--- src/rtl/uart_frame_scheduler_if.sv ---
// Requester/transmitter bundle for uart_frame_scheduler: request side (valid/data/ack)
// and the registered transmitter side (full_bus/tx_start) plus status.
interface uart_frame_scheduler_if #(
    parameter int NUM_REQ = 2
);
    logic [NUM_REQ-1:0]    req_valid;
    logic [NUM_REQ*65-1:0] req_data;
    logic [NUM_REQ-1:0]    req_ack;
    logic [64:0]           full_bus;
    logic                  tx_start;
    logic                  busy;
    logic [2:0]            grant_id;

    modport master (
        output req_valid, req_data,
        input  req_ack, full_bus, tx_start, busy, grant_id
    );

    modport slave (
        input  req_valid, req_data,
        output req_ack, full_bus, tx_start, busy, grant_id
    );
endinterface

--- src/rtl/uart_frame_scheduler.sv ---
// Time-shares one 65-bit UART frame transmitter among NUM_REQ requesters, holding the bus
// for a full frame. Define UART_SCHED_FIXED_PRIO_EN for lowest-index-wins arbitration.
module uart_frame_scheduler #(
    parameter int NUM_REQ      = 2,
    parameter int FRAME_CYCLES = 520830,
    parameter int TIMER_W      = 20
) (
    input  logic                   clk,
    input  logic                   rst,
    uart_frame_scheduler_if.slave  bus
);
    typedef enum logic [1:0] {
        S_HOLDOFF = 2'd0,
        S_IDLE    = 2'd1,
        S_START   = 2'd2,
        S_WAIT    = 2'd3
    } state_t;

    state_t               r_state;
    logic [TIMER_W-1:0]   r_timer;
    logic [2:0]           r_rr_ptr;
    logic [2:0]           r_grant_id;
    logic [NUM_REQ-1:0]   r_ack;
    logic [64:0]          r_full_bus;
    logic                 r_tx_start;
    logic                 r_busy;

    logic [64:0]          w_word [0:7];
    logic                 w_any;
    logic [2:0]           w_pos;
    logic [2:0]           w_winner;
    logic [NUM_REQ-1:0]   w_sel_vec;

    // Unused slots read as zero so the 3-bit winner index always lands in range.
    genvar gi;
    generate
        for (gi = 0; gi < 8; gi++) begin : g_word
            if (gi < NUM_REQ) begin : g_used
                assign w_word[gi] = bus.req_data[gi*65 +: 65];
            end else begin : g_unused
                assign w_word[gi] = '0;
            end
        end
    endgenerate

    assign w_any = |bus.req_valid;

`ifdef UART_SCHED_FIXED_PRIO_EN
    assign w_sel_vec = bus.req_valid;
    assign w_winner  = w_pos;
`else
    logic [2*NUM_REQ-1:0] w_valid_dbl;
    logic [3:0]           w_shamt;
    logic [3:0]           w_sum;

    // Rotate so bit 0 is the requester after the last winner; shifting by NUM_REQ wraps to 0.
    assign w_valid_dbl = {bus.req_valid, bus.req_valid};
    assign w_shamt     = {1'b0, r_rr_ptr} + 4'd1;
    assign w_sel_vec   = NUM_REQ'(w_valid_dbl >> w_shamt);
    assign w_sum       = w_shamt + {1'b0, w_pos};
    assign w_winner    = (w_sum >= 4'(NUM_REQ)) ? 3'(w_sum - 4'(NUM_REQ)) : w_sum[2:0];
`endif

    always_comb begin
        w_pos = '0;
        for (int i = NUM_REQ - 1; i >= 0; i--) begin
            if (w_sel_vec[i]) w_pos = 3'(i);
        end
    end

    always_ff @(posedge clk) begin
        if (rst) begin
            r_state    <= S_HOLDOFF;
            r_timer    <= TIMER_W'(FRAME_CYCLES - 1);
            r_rr_ptr   <= 3'(NUM_REQ - 1);
            r_grant_id <= 3'(NUM_REQ - 1);
            r_ack      <= '0;
            r_full_bus <= '0;
            r_tx_start <= 1'b0;
            r_busy     <= 1'b1;
        end else begin
            r_ack      <= '0;
            r_tx_start <= 1'b0;
            case (r_state)
                S_HOLDOFF, S_WAIT: begin
                    if (r_timer == '0) begin
                        r_state <= S_IDLE;
                        r_busy  <= 1'b0;
                    end else begin
                        r_timer <= r_timer - 1'b1;
                    end
                end
                S_IDLE: begin
                    if (w_any) begin
                        r_full_bus <= w_word[w_winner];
                        r_ack      <= {{(NUM_REQ-1){1'b0}}, 1'b1} << w_winner;
                        r_grant_id <= w_winner;
                        r_rr_ptr   <= w_winner;
                        r_state    <= S_START;
                        r_busy     <= 1'b1;
                    end
                end
                S_START: begin
                    r_tx_start <= 1'b1;
                    r_timer    <= TIMER_W'(FRAME_CYCLES - 1);
                    r_state    <= S_WAIT;
                end
                default: r_state <= S_HOLDOFF;
            endcase
        end
    end

    assign bus.req_ack  = r_ack;
    assign bus.full_bus = r_full_bus;
    assign bus.tx_start = r_tx_start;
    assign bus.busy     = r_busy;
    assign bus.grant_id = r_grant_id;
endmodule

--- src/flat_wrapper.sv ---
// flat-port wrapper written by rule: the top's interface ports become plain ports
module uart_frame_scheduler_flat 
#(
    parameter int NUM_REQ      = 2,
    parameter int FRAME_CYCLES = 520830,
    parameter int TIMER_W      = 20
)
  (clk, rst, bus_req_valid, bus_req_data, bus_req_ack, bus_full_bus, bus_tx_start, bus_busy, bus_grant_id);
  uart_frame_scheduler_if #(.NUM_REQ(NUM_REQ)) bus_i ();
  input  logic clk;
  input  logic rst;
  input wire logic [$bits(bus_i.req_valid)-1:0] bus_req_valid;
  input wire logic [$bits(bus_i.req_data)-1:0] bus_req_data;
  output wire logic [$bits(bus_i.req_ack)-1:0] bus_req_ack;
  output wire logic [$bits(bus_i.full_bus)-1:0] bus_full_bus;
  output wire logic [$bits(bus_i.tx_start)-1:0] bus_tx_start;
  output wire logic [$bits(bus_i.busy)-1:0] bus_busy;
  output wire logic [$bits(bus_i.grant_id)-1:0] bus_grant_id;
  assign bus_i.req_valid = bus_req_valid;
  assign bus_i.req_data = bus_req_data;
  assign bus_req_ack = bus_i.req_ack;
  assign bus_full_bus = bus_i.full_bus;
  assign bus_tx_start = bus_i.tx_start;
  assign bus_busy = bus_i.busy;
  assign bus_grant_id = bus_i.grant_id;
  uart_frame_scheduler #(.NUM_REQ(NUM_REQ), .FRAME_CYCLES(FRAME_CYCLES), .TIMER_W(TIMER_W)) u_core (.clk(clk), .rst(rst), .bus(bus_i));
endmodule
--- config.mk ---
export PLATFORM = sky130hd
export DESIGN_NAME = uart_frame_scheduler_flat
export DESIGN_NICKNAME = d
export VERILOG_FILES = /design/src/rtl/uart_frame_scheduler_if.sv /design/src/rtl/uart_frame_scheduler.sv /design/src/flat_wrapper.sv
export SDC_FILE = /design/constraint.sdc
export NUM_CORES = 1
export LEC_CHECK = 0
export CAP_MARGIN = 10
export CORE_MARGIN = 10
export CORE_UTILIZATION = 40
export CTS_CLUSTER_SIZE = 24
export DETAILED_ROUTE_END_ITERATION = 10
export PLACE_DENSITY = 0.83
export SLEW_MARGIN = 20
export SYNTH_ARGS = -nofsm -noshare
export SYNTH_HDL_FRONTEND = slang
export SYNTH_SLANG_ARGS = --single-unit
--- constraint.sdc ---
create_clock -name clk -period 4.06 [get_ports clk]
set_clock_uncertainty 0.05 [all_clocks]
set_input_delay 0.812 -clock clk [delete_from_list [all_inputs] [get_ports clk]]
set_output_delay 0.812 -clock clk [all_outputs]
set_load 0.02 [all_outputs]
==> run summary, run 1 <==
The flow ran to the end, and the final reports show no timing, DRC or antenna violations. 206 I/O pins were placed. The category of the worst setup path capture point is a flop. The tool flagged a number of max-cap violations equal to 0. The final weighted congestion of routability-driven global placement is 0.8395. The vertical extent of the die came out at 121.3 µm. Setup repair after global routing left no endpoint under its margin.

The worst path meets setup with 1012 ps of slack. In this run the standard cell core region covers 0.009910 mm². Measured on the finished design, the core utilization comes to 65.34%.

The placed standard-cell area is 0.006307 mm². Hold timing on the final database bottoms out at a slack of 407.2 ps. The first global-routing pass estimated 21210 µm of wire. The number of antenna diodes in the final layout is 0. The total setup buffers inserted after CTS is 0.

Counting flops and latches in the post-synthesis netlist gives 94. Measured in cells, the most critical reg-to-reg path has a length of 5. The sequential standard cell area came out at 0.001882 mm². With fillers left out, the area of the finished cells amounts to 0.006475 mm². The cell count after placement is 776. The sequential cell area fraction in the yosys report is 45.81%. The initial core utilization came out at 41.45%. The distinct cell type count after synthesis came out at 43. A synthesized cell averages 8.969 µm². The number of violations reported at the end of detailed-routing iteration 0 came out at 203. The number of global-route vias before repair is 4309.

Of all nets on the critical path, the largest fanout is 36. The multi-input combinational cells in the finished layout cover a total of 0.002106 mm². The maximum vdd ir drop came out at 209.3 µV. The switching power came out at 1.130 mW. The register clock-pin slew on the reported worst setup and hold paths came out at 90 ps. Once detail routing completed, the nets flagged for antenna violations numbered 0. The clock network fraction of total power is 17.2%. The instance count along the most critical hold path is 2. The count of flip-flops with a built-in enable after synthesis is 0. The number of failing hold endpoints at the final stage came to 0. Of the total power, combinational logic draws 45.1%.

Cells with a size suffix above 1 make up 5.008% of the layout. The later pin in the worst-skew pair is clocked with a latency of 350 ps. The clock root buffer is sky130_fd_sc_hd__clkbuf_8.

The floorplan step defined a die boundary enclosing 0.01472 mm². After synthesis the cells add up to 0.004108 mm². The worst setup slack before clock tree synthesis came out at 642.2 ps. The switching share of total power is 36.28%.

The critical path is of the primary input to flop type. In this run the critical register-to-register path is captured at u_core.r_timer[18]. When the netlist entered floorplanning its net count stood at 598. The first-pass iteration count of the detailed router is 4.

The count of buffers added on input and output ports is 205. The routed via count divided by cell count came out at 5.073. For the pin with the worst max-slew slack, the measured transition is 724.9 ps. Setup violations remaining at the end of the flow were counted as 0. The count of standard-cell rows is 36. The count of vias placed by the detailed router came out at 4018. The slowest library cell on the worst path is sky130_fd_sc_hd__clkdlybuf4s50_1. The number of buffers inserted for hold repair after clock tree synthesis is 0.

The total of fill cells in the finished design is 822. The data required time of the worst path came out at 4230 ps. In this run the power density over the cells is 481.1 mW/mm². The type of element launching the critical path is a primary input.

The total routing resource utilization after global routing came out at 17.84%. The most frequent cell on the critical path is sky130_fd_sc_hd__o21ai_0. The most used flip-flop cell after synthesis is sky130_fd_sc_hd__dfxtp_1. Compared with the post-synthesis result, the final layout area differs by 57.63%. Summed over its instances, the top area cell type makes up 45.81% of the synthesized netlist area. The number of clock sinks is 94. The wire length per cell came out at 16.97 µm.

The portion of total power attributed to sequential cells is 37.7%. The largest single stage delay on the critical path is 450 ps. The count of non-filler cells in the finished layout is 792. The analysis attributes to cell leakage a power of 2.557 nW. After routing, the total negative slack on setup checks comes to 0 ps. TritonCTS built the clock tree. The die extent in x is 121.3 µm.

Synthesis produced a netlist whose cell count is 458. Ranked by total cell area, the synthesized netlist is headed by sky130_fd_sc_hd__dfxtp_1 (46%), sky130_fd_sc_hd__mux2i_1 (16%), sky130_fd_sc_hd__o21ai_0 (8.9%). The worst hold path begins at u_core.bus.full_bus[20]. The final routed DRC violation total is 0. The clock period minus worst slack is 3048 ps. The register-to-register path setup slack is 1340 ps. Entering global routing, the biggest net connects 41 pins. In this run the tightest slew margin relative to its limit is 51.52%.

The number of clock buffers added by TritonCTS is 9. The cell-internal power is 1.985 mW. For this run, asynchronously set or reset flops after synthesis account for 0%. The overall power came out at 3.115 mW. The critical path goes through clkdlybuf4s50_1 -> nor3b_1 -> o21ai_0 -> ha_4 -> inv_1 -> ha_1 -> nor2_1 -> a21oi_1 -> o21ai_4 -> buf_4 -> o21ai_0. The number of antenna violations at the first check in global routing is 0.

The number of warnings issued by yosys is 0. For this block, the routed nets add up to 13440 µm of wire. The net count of the finished layout is 794.

The H-tree depth is 3. The final critical-path share of the clock period came out at 75.07%. Based on the critical path, the design can be clocked at up to 328.1 MHz.

Summed over all nets, the half-perimeter wirelength after detailed placement is 11000 µm. Counting along the longest clock path gives a buffer depth of 2. The path class of the tightest hold or removal check is flop to flop. The data arrival time of the critical path is 3220 ps. The count of pins over their slew limit came out at 0.

Global routing finished with a remaining overflow of 0. The biggest area contributor in the post-synthesis netlist is sky130_fd_sc_hd__dfxtp_1. The post-CTS resize count is 0. The path with the worst hold slack has its endpoint at u_core.bus.full_bus[20]. In this run the critical register-to-register path is launched from u_core.r_timer[5].
[synth_stat cells, types with 2 or more instances]
cell                        n
sky130_fd_sc_hd__dfxtp_1   94
sky130_fd_sc_hd__o21ai_0   73
sky130_fd_sc_hd__nand2_1   72
sky130_fd_sc_hd__mux2i_1   65
sky130_fd_sc_hd__clkbuf_1  24
sky130_fd_sc_hd__nor2_1    14
sky130_fd_sc_hd__a21oi_1   10
sky130_fd_sc_hd__o31ai_1   10
sky130_fd_sc_hd__inv_1      9
sky130_fd_sc_hd__nand3_1    8
sky130_fd_sc_hd__or4_1      8
sky130_fd_sc_hd__nor3_1     7
sky130_fd_sc_hd__ha_1       6
sky130_fd_sc_hd__nand2b_1   4
sky130_fd_sc_hd__nand4_1    4
sky130_fd_sc_hd__nor3b_1    4
sky130_fd_sc_hd__xor2_1     4
sky130_fd_sc_hd__a21o_1     3
sky130_fd_sc_hd__buf_1      3
sky130_fd_sc_hd__nor2b_1    3
sky130_fd_sc_hd__nor4_1     3
sky130_fd_sc_hd__o211ai_1   3
sky130_fd_sc_hd__or3_1      3
sky130_fd_sc_hd__and3_1     2
sky130_fd_sc_hd__o21ai_1    2
sky130_fd_sc_hd__or4_4      2
sky130_fd_sc_hd__xnor2_1    2
[layout make-up]
cell class	instances	share of cell area [%]
tap	133	2.570
clock buffer	11	2.029
clock inverter	5	0.5604
multi-input combinational	326	32.52
timing repair buffer	214	32.73
inverter	9	0.5217
sequential	94	29.06
[power groups by stage]
stage	clock, mW	sequential [mW]	combinational, mW
finish	0.536	1.18	1.40
global route	0.592	1.20	1.52
CTS	0.550	1.18	1.42
detailed placement	0	1.20	1.42
global placement	0	1.18	1.39
floorplan	0	1.36	0.630
[layer usage]
layer	GRT usage [%]	up-vias	wire length, µm
met4	5.067	0	200
li1	-	2004	-
met2	32.48	142	7075
met1	17.90	1854	4975
met5	0	-	0
met3	7.957	18	1187
[how the worst max path moves through the flow]
stage                                 from  cells after the start                 endpoint  slack [ps]
after floorplan           bus_req_valid[1]                     11  u_core.bus.full_bus[55]        1180
final                     bus_req_valid[1]                     11  u_core.bus.full_bus[46]        1010
after global placement    bus_req_valid[1]                     11   u_core.bus.full_bus[0]         790
after detailed placement  bus_req_valid[1]                     11  u_core.bus.full_bus[46]         640
after CTS                 bus_req_valid[0]                     11  u_core.bus.full_bus[46]        1030
after global routing      bus_req_valid[0]                     11  u_core.bus.full_bus[56]         870
[cells by family after synthesis]
| kind of cell | Yosys count | share of synthesized area [%] |
|---|---|---|
| compound gates | 110 | 15.20 |
| buf+inv | 38 | 3.686 |
| fa+ha+maj | 6 | 1.828 |
| flops | 94 | 45.81 |
| xor+xnor | 6 | 1.279 |
| mux | 65 | 15.84 |
| simple gates | 139 | 16.36 |
[critical path: cells and delay by family]
family | cells | cell delay (ps)
AND/OR/NAND/NOR | 2 | 340
AO/OA/AOI/OAI | 4 | 770
adder cells (fa/ha/maj) | 2 | 490
buffers and inverters | 3 | 800
[sequential cells by signal (all words and copies together), names as in the netlist]
signal	flops
u_core.bus.tx_start	1
u_core.r_timer	20
u_core.bus.req_ack	2
u_core.r_state	2
u_core.r_rr_ptr	3
u_core.bus.full_bus	65
u_core.bus.busy	1
[placed cells by master (no fill, tap or decap), types with 8 or more instances in the layout]
master	Yosys	routed
sky130_fd_sc_hd__a21oi_1	10	10
sky130_fd_sc_hd__buf_4	0	9
sky130_fd_sc_hd__clkbuf_8	0	9
sky130_fd_sc_hd__clkdlybuf4s50_1	0	205
sky130_fd_sc_hd__dfxtp_1	94	94
sky130_fd_sc_hd__inv_1	9	9
sky130_fd_sc_hd__mux2i_1	65	65
sky130_fd_sc_hd__nand2_1	72	72
sky130_fd_sc_hd__nand3_1	8	8
sky130_fd_sc_hd__nor2_1	14	14
sky130_fd_sc_hd__o21ai_0	73	72
sky130_fd_sc_hd__o31ai_1	10	10
sky130_fd_sc_hd__or4_1	8	8
(Power assumes the default switching activity.)
==> run 2: changes to the inputs <==
--- a/config.mk
+++ b/config.mk
@@ -7,10 +7,10 @@
 export LEC_CHECK = 0
 export CAP_MARGIN = 10
 export CORE_MARGIN = 10
-export CORE_UTILIZATION = 40
+export CORE_UTILIZATION = 36
 export CTS_CLUSTER_SIZE = 24
 export DETAILED_ROUTE_END_ITERATION = 10
-export PLACE_DENSITY = 0.83
+export PLACE_DENSITY = 0.79
 export SLEW_MARGIN = 20
 export SYNTH_ARGS = -nofsm -noshare
 export SYNTH_HDL_FRONTEND = slang
==> constraint.sdc (replaced) <==
create_clock -name clk -period 2.59 [get_ports clk]
set_clock_uncertainty 0.05 [all_clocks]
set_input_delay 0.518 -clock clk [delete_from_list [all_inputs] [get_ports clk]]
set_output_delay 0.518 -clock clk [all_outputs]
set_load 0.02 [all_outputs]
==> run 2 against run 1 <==
Net effect:
- setup slack worse by 910 ps
- routed wire length up 3.9%
- global-route usage down 1.3 points
- largest cell class unchanged
- largest power group unchanged
==> run summary, run 2 (same netlist as run 1, synthesis figures left out) <==
The power density relative to cell area came to 786.0 mW/mm² (was 481.1 mW/mm²). The number of failing hold endpoints at the final stage is 0 (unchanged). The net count of the finished layout is 815 (was 794). The type of the most critical hold path is flop to flop (unchanged). The data required time of the worst path is 2750 ps (was 4230 ps).

The pin count of the biggest net entering global routing was 50 (was 41). The count of standard-cell rows came out at 38 (was 36). The post-layout utilization of the core is 62.72% (was 65.34%). The TritonCTS buffer count is 9 (unchanged). The max-cap check violation count is 0 (unchanged).

The max-slew headroom at the worst pin was 75.55% (was 51.52%). The clock root buffer was sky130_fd_sc_hd__clkbuf_16 (was sky130_fd_sc_hd__clkbuf_8). The number of buffer cells added on primary ports came out at 205 (unchanged). The count of non-filler cells in the finished layout was 819 (was 792). The fraction of final layout cells sized beyond drive strength 1 came out at 8.984% (was 5.008%). The final routed DRC violation total came to 0 (unchanged). The count of pins on the block boundary came out at 206 (unchanged).

The maximum buffer depth of the clock tree was 2 (unchanged). The most frequent cell on the critical path is sky130_fd_sc_hd__buf_12 (was sky130_fd_sc_hd__o21ai_0). The vertical extent of the die is 126.8 µm (was 121.3 µm). The most common library cell in the layout ignoring fill and taps is sky130_fd_sc_hd__clkdlybuf4s50_1 (unchanged). The number of global-route vias before repair came to 4386 (was 4309). The number of setup violations in the final report came out at 0 (unchanged). Run status: finished clean (unchanged). Critical-path cell list: clkdlybuf4s50_1 -> nor3b_2 -> o21ai_1 -> ha_4 -> inv_1 -> ha_2 -> nor2_2 -> a21oi_2 -> o21ai_4 -> buf_12 -> buf_12 -> o21ai_0 (was clkdlybuf4s50_1 -> nor3b_1 -> o21ai_0 -> ha_4 -> inv_1 -> ha_1 -> nor2_1 -> a21oi_1 -> o21ai_4 -> buf_4 -> o21ai_0). The maximum operating frequency is 401.3 MHz.

The routed via count divided by cell count came to 4.973 (was 5.073). The post-synthesis to final-layout area growth is 67.71% (was 57.63%). The die extent in x came to 126.8 µm (was 121.3 µm). The core area is 0.01098 mm² (was 0.009910 mm²). The slowest library cell on the worst path is sky130_fd_sc_hd__clkdlybuf4s50_1 (unchanged). The category of the worst setup path capture point is a flop (unchanged). Unrepaired setup endpoints after global routing: true (was false). The depth of the critical timing path with buffers and inverters included is 12 (was 11). The worst stage delay on the critical path is 510 ps (was 450 ps). The area of the die came to 0.01608 mm² (was 0.01472 mm²).

The overall power is 5.415 mW (was 3.115 mW). The leakage power figure is 2.763 nW (was 2.557 nW). The clock period minus worst slack came out at 2492 ps. The final weighted congestion of routability-driven global placement is 0.8475 (was 0.8395). The buffer and inverter count on the worst path is 4 (was 3). The register clock-pin slew on the reported worst setup and hold paths is 60 ps (was 90 ps). The maximum fanout count along the critical path came out at 28 (was 36). The final global-route overflow total was 0 (unchanged). The number of clock sinks is 94 (unchanged). The number of antenna violations at the first check in global routing is 0 (unchanged). The final critical-path share of the clock period is 96.20%. The flip-flop count of the largest register, all copies and words added came out at 65 (unchanged). The number of violations reported at the end of detailed-routing iteration 0 came to 201 (was 203).

The maximum vdd ir drop was 385.8 µV (was 209.3 µV). The count of cells along the worst register-to-register path came out at 8 (was 5). The TritonCTS clock tree was done (unchanged). The type of element launching the critical path is a primary input (unchanged).

The first-pass iteration count of the detailed router was 4 (unchanged). The number of antenna-violating nets in the routed design came out at 0 (unchanged). The H-tree depth was 3 (unchanged). The final antenna diode count is 0 (unchanged).

The cell count after placement came out at 801 (was 776). The data arrival time of the critical path is 2660 ps (was 3220 ps). The total routing resource utilization after global routing was 16.51% (was 17.84%). The first-pass GRT wire length came out at 21920 µm (was 21210 µm). The worst-margin pin slew is 365.9 ps (was 724.9 ps). The total routed wirelength is 13960 µm (was 13440 µm). The instance count along the most critical hold path is 2 (unchanged). Most frequent cells in the layout: sky130_fd_sc_hd__clkdlybuf4s50_1 (205), sky130_fd_sc_hd__dfxtp_1 (94), sky130_fd_sc_hd__nand2_1 (72), sky130_fd_sc_hd__o21ai_0 (69), sky130_fd_sc_hd__mux2i_1 (65) (was sky130_fd_sc_hd__clkdlybuf4s50_1 (205), sky130_fd_sc_hd__dfxtp_1 (94), sky130_fd_sc_hd__o21ai_0 (72), sky130_fd_sc_hd__nand2_1 (72), sky130_fd_sc_hd__mux2i_1 (65)). The post-detailed-placement half-perimeter wirelength came to 11220 µm (was 11000 µm).

The type of the worst setup path was primary input to flop (unchanged). The wire length per cell is 17.05 µm (was 16.97 µm). The kind of cell adding the most delay to the critical path is buffers and inverters (unchanged). The insertion delay of the later-clocked pin in the worst-skew pair is 330 ps (was 350 ps). The count of vias placed by the detailed router was 4073 (was 4018). The initial core utilization was 37.40% (was 41.45%).

The count of pins over their slew limit is 0 (unchanged).
-- run 2: final cells by class --
type                            count  area (µm²)
Clock buffer                       10       229.0
Clock inverter                      5       36.28
Fill cell                         920        4094
Inverter                            9       33.78
Multi-Input combinational cell    326        2133
Sequential cell                    94        1882
Tap cell                          140       175.2
Timing Repair Buffer              235        2400
-- run 2: through the flow --
| step | instance area [µm²] | worst slack, ps | TNS, ps | hold slack, ps |
|---|---|---|---|---|
| 6_report | 6889 | 98.36 | 0 | 401.9 |
| 5_1_grt | 6889 | -13.89 | -48.09 | 428.3 |
| 4_1_cts | 6792 | 44.77 | 0 | 405.6 |
| 3_5_place_dp | 6526 | -383.9 | -22970 | 390.9 |
| 3_3_place_gp | 6526 | -282.8 | -17810 | 382.2 |
| 2_1_floorplan | 4111 | 34.54 | 0 | 394.8 |
-- run 2: power breakdown --
part | total, mW | switching (mW) | leakage, nW | internal [mW]
Clock | 1.18 | 0.532 | 0.121 | 0.647
Sequential | 1.84 | 0.140 | 0.764 | 1.70
Combinational | 2.40 | 1.19 | 1.88 | 1.21
Total | 5.41 | 1.86 | 2.76 | 3.56
-- run 2: worst paths after layout --
| path | start | endpoint | slack [ps] |
|---|---|---|---|
| hold reg to reg | u_core.bus.full_bus[60] | u_core.bus.full_bus[60] | 400 |
| setup reg to reg | u_core.r_timer[0] | u_core.r_timer[5] | 140 |
| setup / recovery | bus_req_valid[1] | u_core.bus.full_bus[32] | 100 |
| hold / removal | u_core.bus.full_bus[60] | u_core.bus.full_bus[60] | 400 |
-- run 2: metal layers --
metal / wire [µm] / GRT usage (%) / share of wire [%] / vias up
met1: 5228 / 16.39 / 37 / 1881
met2: 7278 / 30.10 / 52 / 132
met3: 1230 / 7.122 / 8.8 / 14
met4: 223 / 5.559 / 1.6 / 0
met5: 0 / 0 / 0 / -
li1: - / - / - / 2046
-- run 2: worst reg2reg max path, stage by stage, from the launching register on --
cell and delay, ps:
sky130_fd_sc_hd__dfxtp_1 320, sky130_fd_sc_hd__inv_1 100, sky130_fd_sc_hd__ha_1 220, sky130_fd_sc_hd__or4b_1 570
sky130_fd_sc_hd__or4_1 500, sky130_fd_sc_hd__o21bai_2 190, sky130_fd_sc_hd__buf_12 150, sky130_fd_sc_hd__xor2_1 170
sky130_fd_sc_hd__nand2_1 70
-- run 2: repair_timing --
action	CTS	global route
setup endpoints to repair	39	70
hold buffers	0	0
setup buffers	0	1
cloned	0	2
gates resized for setup	1	9
pin swaps	0	1
